<file path="config.mk">
export PLATFORM = sky130hd
export DESIGN_NAME = pipeline_ctrl
export DESIGN_NICKNAME = d
export VERILOG_FILES = /design/src/rtl/pipeline_ctrl.sv
export SDC_FILE = /design/constraint.sdc
export NUM_CORES = 1
export LEC_CHECK = 0
export ABC_AREA = 1
export CORE_MARGIN = 10
export CORE_UTILIZATION = 51
export DETAILED_ROUTE_END_ITERATION = 7
export GPL_TIMING_DRIVEN = 0
export PLACE_DENSITY = 0.87
export SLEW_MARGIN = 0
export SYNTH_ARGS = -nofsm -noshare
export SYNTH_HDL_FRONTEND = slang
export SYNTH_SLANG_ARGS = --single-unit
</file>
<file path="constraint.sdc">
create_clock -name CLK -period 2.4 [get_ports CLK]
set_input_delay 0.36 -clock CLK [delete_from_list [all_inputs] [get_ports CLK]]
set_output_delay 0.36 -clock CLK [all_outputs]
set_load 0.05 [all_outputs]
</file>
<file path="src/rtl/pipeline_ctrl.sv">
// Hazard and sequencing controller for a 5-stage RISC-V pipeline.
// Drives the PC and pipeline-bank enables and clears, selects the EX-stage
// forwarding sources, runs the debug halt/single-step sequencer, and keeps
// saturating stall and flush event counters.
module pipeline_ctrl #(
  parameter int CNT_W        = 16,
  parameter int DRAIN_CYCLES = 4
) (
  input  logic             CLK,
  input  logic             RESET,
  input  logic [4:0]       id_rs1,
  input  logic [4:0]       id_rs2,
  input  logic             id_use_rs1,
  input  logic             id_use_rs2,
  input  logic [4:0]       ex_rs1,
  input  logic [4:0]       ex_rs2,
  input  logic [4:0]       ex_rd,
  input  logic             ex_memread,
  input  logic [4:0]       mem_rd,
  input  logic             mem_regwrite,
  input  logic [4:0]       wb_rd,
  input  logic             wb_regwrite,
  input  logic             branch_taken,
  input  logic             dbg_halt_req,
  input  logic             dbg_step_req,
  output logic             pc_en,
  output logic             ifid_en,
  output logic             ifid_clr,
  output logic             idex_clr,
  output logic             exmem_clr,
  output logic [1:0]       fwd_a,
  output logic [1:0]       fwd_b,
  output logic             halted,
  output logic             step_ack,
  output logic [CNT_W-1:0] stall_count,
  output logic [CNT_W-1:0] flush_count
);

  localparam int DW = (DRAIN_CYCLES > 1) ? $clog2(DRAIN_CYCLES) : 1;

  typedef enum logic [1:0] {S_RUN, S_DRAIN, S_HALTED, S_STEP} state_t;

  state_t           state_q;
  logic [DW-1:0]    drain_q;
  logic             step_flag_q;
  logic             halted_q;
  logic             step_ack_q;
  logic [CNT_W-1:0] stall_q, stall_d;
  logic [CNT_W-1:0] flush_q, flush_d;
  logic             load_use;
  logic             stall_ev;

  // MEM-stage result is younger than WB, so it wins when both match.
  function automatic logic [1:0] fwd_sel(input logic [4:0] rs,
                                         input logic [4:0] m_rd, input logic m_we,
                                         input logic [4:0] w_rd, input logic w_we);
    if (m_we && (m_rd != 5'd0) && (m_rd == rs))      return 2'b10;
    else if (w_we && (w_rd != 5'd0) && (w_rd == rs)) return 2'b01;
    else                                              return 2'b00;
  endfunction

  // Counters stick at all-ones instead of wrapping.
  function automatic logic [CNT_W-1:0] sat_inc(input logic [CNT_W-1:0] c);
    return (c == {CNT_W{1'b1}}) ? c : c + CNT_W'(1);
  endfunction

  // Hazard detection, forwarding selects and counter next-state.
  always_comb begin
    load_use = ex_memread && (ex_rd != 5'd0) &&
               ((id_use_rs1 && (id_rs1 == ex_rd)) || (id_use_rs2 && (id_rs2 == ex_rd)));
    // A taken branch flushes the stalled instruction, so the stall is moot.
    stall_ev = load_use && !branch_taken;
    fwd_a    = fwd_sel(ex_rs1, mem_rd, mem_regwrite, wb_rd, wb_regwrite);
    fwd_b    = fwd_sel(ex_rs2, mem_rd, mem_regwrite, wb_rd, wb_regwrite);
    stall_d  = stall_ev     ? sat_inc(stall_q) : stall_q;
    flush_d  = branch_taken ? sat_inc(flush_q) : flush_q;
  end

  // Bank enables and clears: reset, then branch flush, then load-use stall, then state.
  always_comb begin
    pc_en     = 1'b0;
    ifid_en   = 1'b0;
    ifid_clr  = 1'b0;
    idex_clr  = 1'b0;
    exmem_clr = 1'b0;
    if (RESET) begin
      ifid_clr  = 1'b1;
      idex_clr  = 1'b1;
      exmem_clr = 1'b1;
    end else if (branch_taken) begin
      // Still loads the PC while draining/stepping so the halt resumes at the target.
      pc_en     = 1'b1;
      ifid_en   = 1'b1;
      ifid_clr  = 1'b1;
      idex_clr  = 1'b1;
      exmem_clr = 1'b1;
    end else if (load_use) begin
      idex_clr = 1'b1;
    end else begin
      case (state_q)
        S_RUN, S_STEP: begin
          pc_en   = 1'b1;
          ifid_en = 1'b1;
        end
        S_DRAIN: begin
          ifid_en  = 1'b1;
          ifid_clr = 1'b1;
        end
        default: ;
      endcase
    end
  end

  // Debug sequencer with registered halted/step_ack, plus event counters.
  always_ff @(posedge CLK) begin
    if (RESET) begin
      state_q     <= S_RUN;
      drain_q     <= '0;
      step_flag_q <= 1'b0;
      halted_q    <= 1'b0;
      step_ack_q  <= 1'b0;
      stall_q     <= '0;
      flush_q     <= '0;
    end else begin
      stall_q    <= stall_d;
      flush_q    <= flush_d;
      step_ack_q <= 1'b0;
      case (state_q)
        S_RUN: begin
          if (dbg_halt_req) begin
            state_q     <= S_DRAIN;
            drain_q     <= DW'(DRAIN_CYCLES - 1);
            step_flag_q <= 1'b0;
          end
        end
        S_DRAIN: begin
          // Drain always completes, even if the halt request is withdrawn.
          if (drain_q == '0) begin
            state_q     <= S_HALTED;
            halted_q    <= 1'b1;
            step_ack_q  <= step_flag_q;
            step_flag_q <= 1'b0;
          end else begin
            drain_q <= drain_q - DW'(1);
          end
        end
        S_HALTED: begin
          if (!dbg_halt_req) begin
            state_q  <= S_RUN;
            halted_q <= 1'b0;
          end else if (dbg_step_req) begin
            state_q  <= S_STEP;
            halted_q <= 1'b0;
          end
        end
        S_STEP: begin
          // The single fetch is accepted once it is not held by a load-use stall.
          if (!stall_ev) begin
            state_q     <= S_DRAIN;
            drain_q     <= DW'(DRAIN_CYCLES - 1);
            step_flag_q <= 1'b1;
          end
        end
        default: state_q <= S_RUN;
      endcase
    end
  end

  assign halted      = halted_q;
  assign step_ack    = step_ack_q;
  assign stall_count = stall_q;
  assign flush_count = flush_q;

endmodule

</file>
==> impl_metrics.xml <==
<?xml version="1.0" encoding="UTF-8"?>
<metrics>
  <group name="floorplanning">
    <metric name="core" unit="mm2">0.00517</metric>
    <metric name="pin_count" unit="">88</metric>
    <metric name="floorplan.rows" unit="">26</metric>
    <metric name="floorplan.die_area" unit="mm2">0.00875</metric>
    <metric name="start_util" unit="">0.534</metric>
    <metric name="dieWidth" unit="um">93.6</metric>
    <metric name="die_h" unit="um">93.6</metric>
  </group>
  <group name="clock_tree">
    <metric name="cts_tree" unit="">done</metric>
    <metric name="cts.reportedPaths.clkPinSlew" unit="ps">70</metric>
    <metric name="insertion_delay" unit="ps">290</metric>
    <metric name="cts-root-buf" unit="">sky130_fd_sc_hd__clkbuf_8</metric>
    <metric name="cts.sinks" unit="">39</metric>
    <metric name="cts.path.max_buffers" unit="">2</metric>
    <metric name="htreeDepth" unit="">2</metric>
    <metric name="numCtsBuffers" unit="">5</metric>
    <metric name="postCtsSetupBuffers" unit="">0</metric>
  </group>
  <group name="worst_setup_path">
    <metric name="r2r_start" unit="">stall_count[0]$_SDFFE_PP0P_</metric>
    <metric name="worst-endpoint-required" unit="ps">2040</metric>
    <metric name="r2r-end" unit="">stall_count[7]$_SDFFE_PP0P_</metric>
    <metric name="arrival" unit="ps">1930</metric>
    <metric name="maximum_fanout_encountered_on_the_critical_timing_path" unit="">3</metric>
    <metric name="worst_setup_path_endpoint" unit="">idex_clr</metric>
    <metric name="worst_setup_path_startpoint" unit="">ex_rd[2]</metric>
    <metric name="r2r.worst_path.cells" unit="">10</metric>
    <metric name="timing.critical_path.to_type" unit="">primary output</metric>
    <metric name="critical_path.startpoint_type" unit="">input port</metric>
    <metric name="ff2ff_setup_slack" unit="ps">510</metric>
    <metric name="setup.worst_path.class" unit="">in2out</metric>
  </group>
  <group name="finish">
    <metric name="area.sequential" unit="um2">781</metric>
    <metric name="drive_above_1_share" unit="">0.0722</metric>
    <metric name="nFillCells" unit="">411</metric>
    <metric name="antenna-diode-count" unit="">0</metric>
    <metric name="fin_nets" unit="">578</metric>
    <metric name="finish.utilization" unit="">0.735</metric>
    <metric name="area_growth_syn_to_layout" unit="%">37.8</metric>
    <metric name="total_area_of_multi_input_combinational_cells" unit="mm2">0.00175</metric>
  </group>
  <group name="grt">
    <metric name="grt_start_max_net_pins" unit="">12</metric>
    <metric name="grt_use_total" unit="">0.182</metric>
    <metric name="grt_pass1_vias" unit="">2769</metric>
    <metric name="grt.overflow.total" unit="">0</metric>
    <metric name="grt_antenna_before_repair" unit="">0</metric>
    <metric name="grt_pass1_wl" unit="mm">13.2</metric>
  </group>
  <group name="yosys">
    <metric name="mean_post_synth_cell_area" unit="um2">6.39</metric>
    <metric name="synth.most_common_cell" unit="">sky130_fd_sc_hd__nand2_1</metric>
    <metric name="flip_flop_and_latch_count_after_synthesis" unit="">39</metric>
    <metric name="combined_area_of_all_synthesized_cells" unit="mm2">0.00276</metric>
    <metric name="synth.lib_cells_used.distinct" unit="">30</metric>
    <metric name="seq_area_frac_synth" unit="">0.283</metric>
    <metric name="yosys-top-cells-area" unit="">sky130_fd_sc_hd__dfxtp_1, sky130_fd_sc_hd__nand2_1, sky130_fd_sc_hd__xor2_1</metric>
    <metric name="yosysWarnings" unit="">0</metric>
    <metric name="instance_count_of_the_mapped_netlist" unit="">432</metric>
    <metric name="leading_post_synthesis_cells_by_instance_count" unit="">sky130_fd_sc_hd__nand2_1, sky130_fd_sc_hd__inv_1, sky130_fd_sc_hd__dfxtp_1</metric>
    <metric name="synth_enable_flop_cells" unit="">0</metric>
    <metric name="synth_ff_type" unit="">sky130_fd_sc_hd__dfxtp_1</metric>
    <metric name="share_of_synthesized_flip_flops_with_an_asynchronous_set_or_reset" unit="">0</metric>
    <metric name="postSynthNetCount" unit="">485</metric>
    <metric name="area_fraction_of_the_dominant_cell_type_after_synthesis" unit="">0.283</metric>
    <metric name="synth_area_leader_cell" unit="">sky130_fd_sc_hd__dfxtp_1</metric>
  </group>
  <group name="sta">
    <metric name="grt_setup_unrepaired" unit="">true</metric>
    <metric name="final.period_utilization" unit="">0.952</metric>
    <metric name="drv_slew" unit="">0</metric>
    <metric name="setup_viol" unit="">0</metric>
    <metric name="actual_slew_at_the_worst_max_slew_pin" unit="ps">559</metric>
    <metric name="timing.final.hold_violations" unit="">0</metric>
    <metric name="slew_headroom" unit="">0.628</metric>
    <metric name="skew" unit="ps">4.07</metric>
    <metric name="final.min_clock_period" unit="ps">2290</metric>
    <metric name="fmax" unit="GHz">0.438</metric>
  </group>
  <group name="route">
    <metric name="detail_route.iter0.violations" unit="">190</metric>
    <metric name="dr_total_vias" unit="">2979</metric>
    <metric name="drtAntennaViolNets" unit="">0</metric>
    <metric name="route.final.wire_length" unit="mm">8.14</metric>
    <metric name="first_pass_iters" unit="">4</metric>
    <metric name="drt-vias-per-instance" unit="">5.00</metric>
    <metric name="post-route-drc-count" unit="">0</metric>
    <metric name="avgRoutedWirePerCell" unit="um">13.6</metric>
  </group>
  <group name="placed_design">
    <metric name="gp_congestion" unit="">0.935</metric>
    <metric name="portBuffers" unit="">86</metric>
    <metric name="post_detail_place_hpwl" unit="mm">6.43</metric>
  </group>
  <group name="power">
    <metric name="vdd.ir_drop.worst" unit="uV">575</metric>
    <metric name="total_power" unit="uW">1900</metric>
    <metric name="p_leak" unit="uW">0.00158</metric>
    <metric name="powerDensity" unit="mW/mm2">500</metric>
  </group>
  <group name="min_path">
    <metric name="worstHoldPathType" unit="">in2reg</metric>
  </group>
  <group name="status">
    <metric name="run_status" unit="">finished, final reports clean</metric>
  </group>
  <group name="job">
    <metric name="cap_viol_max_count" unit="">0</metric>
  </group>
</metrics>
==> power by group <==
group / total, uW / internal [uW] / switching (uW)
combinational: 743 / 291 / 451
clock: 437 / 204 / 233
sequential: 723 / 694 / 29.7
==> critical path, cell delays in order <==
cell and delay, ps:
sky130_fd_sc_hd__clkdlybuf4s50_1 510, sky130_fd_sc_hd__inv_1 80, sky130_fd_sc_hd__nand2_1 60, sky130_fd_sc_hd__nand2_1 50, sky130_fd_sc_hd__nor2_1 110, sky130_fd_sc_hd__nand3_1 100, sky130_fd_sc_hd__nand2_2 120, sky130_fd_sc_hd__nand2_1 80
sky130_fd_sc_hd__nand3_1 70, sky130_fd_sc_hd__clkdlybuf4s15_2 380
==> per-layer routing <==
| metal | vias to the layer above | GRT usage | routed length (um) |
|---|---|---|---|
| li1 | 1540 | - | - |
| met1 | 1350 | 0.225 | 3600 |
| met2 | 73 | 0.301 | 3930 |
| met3 | 16 | 0.0456 | 459 |
| met4 | 0 | 0.0608 | 138 |
| met5 | - | 0 | 0 |
==> layout make-up <==
type                       count  area share
sequential                    39       0.205
inverter                      62      0.0612
clock inverter                 1     0.00132
clock buffer                   7      0.0201
buffer                         7      0.0112
multi-input combinational    324       0.460
tap                           70      0.0230
timing repair buffer          86       0.218
==> registers in the layout, summed over array words and instances, names as in the netlist <==
signal / flops
drain_q: 2
halted: 1
step_flag_q: 1
state_q: 2
stall_count: 16
step_ack: 1
flush_count: 16
==> what timing repair did <==
item | 4_1_cts | 5_1_grt
setup endpoints to repair | 9 | 7
resized for setup | 32 | 14
pin swaps | 0 | 0
hold buffers | 0 | 0
==> logic make-up (layout without fill, tap and decap cells) <==
group | after synthesis | count (layout) | synth area share
compound gates | 48 | 48 | 0.0966
xor+xnor | 40 | 40 | 0.127
fa+ha+maj | 8 | 8 | 0.0363
buf+inv | 69 | 163 | 0.0997
flops | 39 | 39 | 0.283
simple gates | 228 | 228 | 0.358
==> metrics by stage <==
step	instance area (um2)	instances	setup TNS, ps	hold WS [ps]	setup WS (ps)
6_report	3800	596	0	435	115
5_1_grt	3800	596	-14.0	450	-14.0
4_1_cts	3800	596	-17.5	426	-17.5
3_5_place_dp	3720	588	-3630	450	-654
3_3_place_gp	3720	588	-3130	435	-576
2_1_floorplan	2770	432	-50.2	421	-25.1
==> cells in the final DEF, fill, tap and decap left out, types with 2 or more instances in the layout <==
master / synthesis / layout
sky130_fd_sc_hd__nand2_1: 133 / 132
sky130_fd_sc_hd__clkdlybuf4s50_1: 0 / 77
sky130_fd_sc_hd__inv_1: 59 / 59
sky130_fd_sc_hd__dfxtp_1: 39 / 39
sky130_fd_sc_hd__nor2_1: 38 / 37
sky130_fd_sc_hd__a21oi_1: 28 / 28
sky130_fd_sc_hd__xor2_1: 27 / 27
sky130_fd_sc_hd__nand3_1: 21 / 21
sky130_fd_sc_hd__xnor2_1: 13 / 13
sky130_fd_sc_hd__o21ai_0: 12 / 12
sky130_fd_sc_hd__nor3_1: 11 / 11
sky130_fd_sc_hd__nand4_1: 8 / 8
sky130_fd_sc_hd__ha_1: 8 / 8
sky130_fd_sc_hd__clkbuf_1: 4 / 6
sky130_fd_sc_hd__clkbuf_8: 0 / 5
sky130_fd_sc_hd__nand2_2: 3 / 4
sky130_fd_sc_hd__buf_2: 1 / 4
sky130_fd_sc_hd__nor4_1: 5 / 3
sky130_fd_sc_hd__inv_2: 3 / 3
sky130_fd_sc_hd__a21oi_2: 3 / 3
sky130_fd_sc_hd__or2_2: 2 / 2
sky130_fd_sc_hd__nor4_2: 0 / 2
sky130_fd_sc_hd__buf_6: 2 / 2
sky130_fd_sc_hd__o21bai_1: 2 / 2
sky130_fd_sc_hd__clkbuf_2: 0 / 2
sky130_fd_sc_hd__buf_4: 0 / 2
==> worst min-delay path by stage <==
stage | slack, ps | depth (start not counted) | startpoint | endpoint
4_1_cts | 430 | 2 | RESET | stall_count[2]$_SDFFE_PP0P_
2_1_floorplan | 420 | 2 | step_flag_q$_SDFFE_PP0P_ | step_ack$_SDFF_PP0_
5_1_grt | 450 | 2 | RESET | stall_count[2]$_SDFFE_PP0P_
3_3_place_gp | 440 | 2 | step_flag_q$_SDFFE_PP0P_ | step_ack$_SDFF_PP0_
3_5_place_dp | 450 | 2 | step_flag_q$_SDFFE_PP0P_ | step_ack$_SDFF_PP0_
6_report | 430 | 2 | RESET | stall_count[4]$_SDFFE_PP0P_
Note: power is estimated with default switching activity, not from simulation.
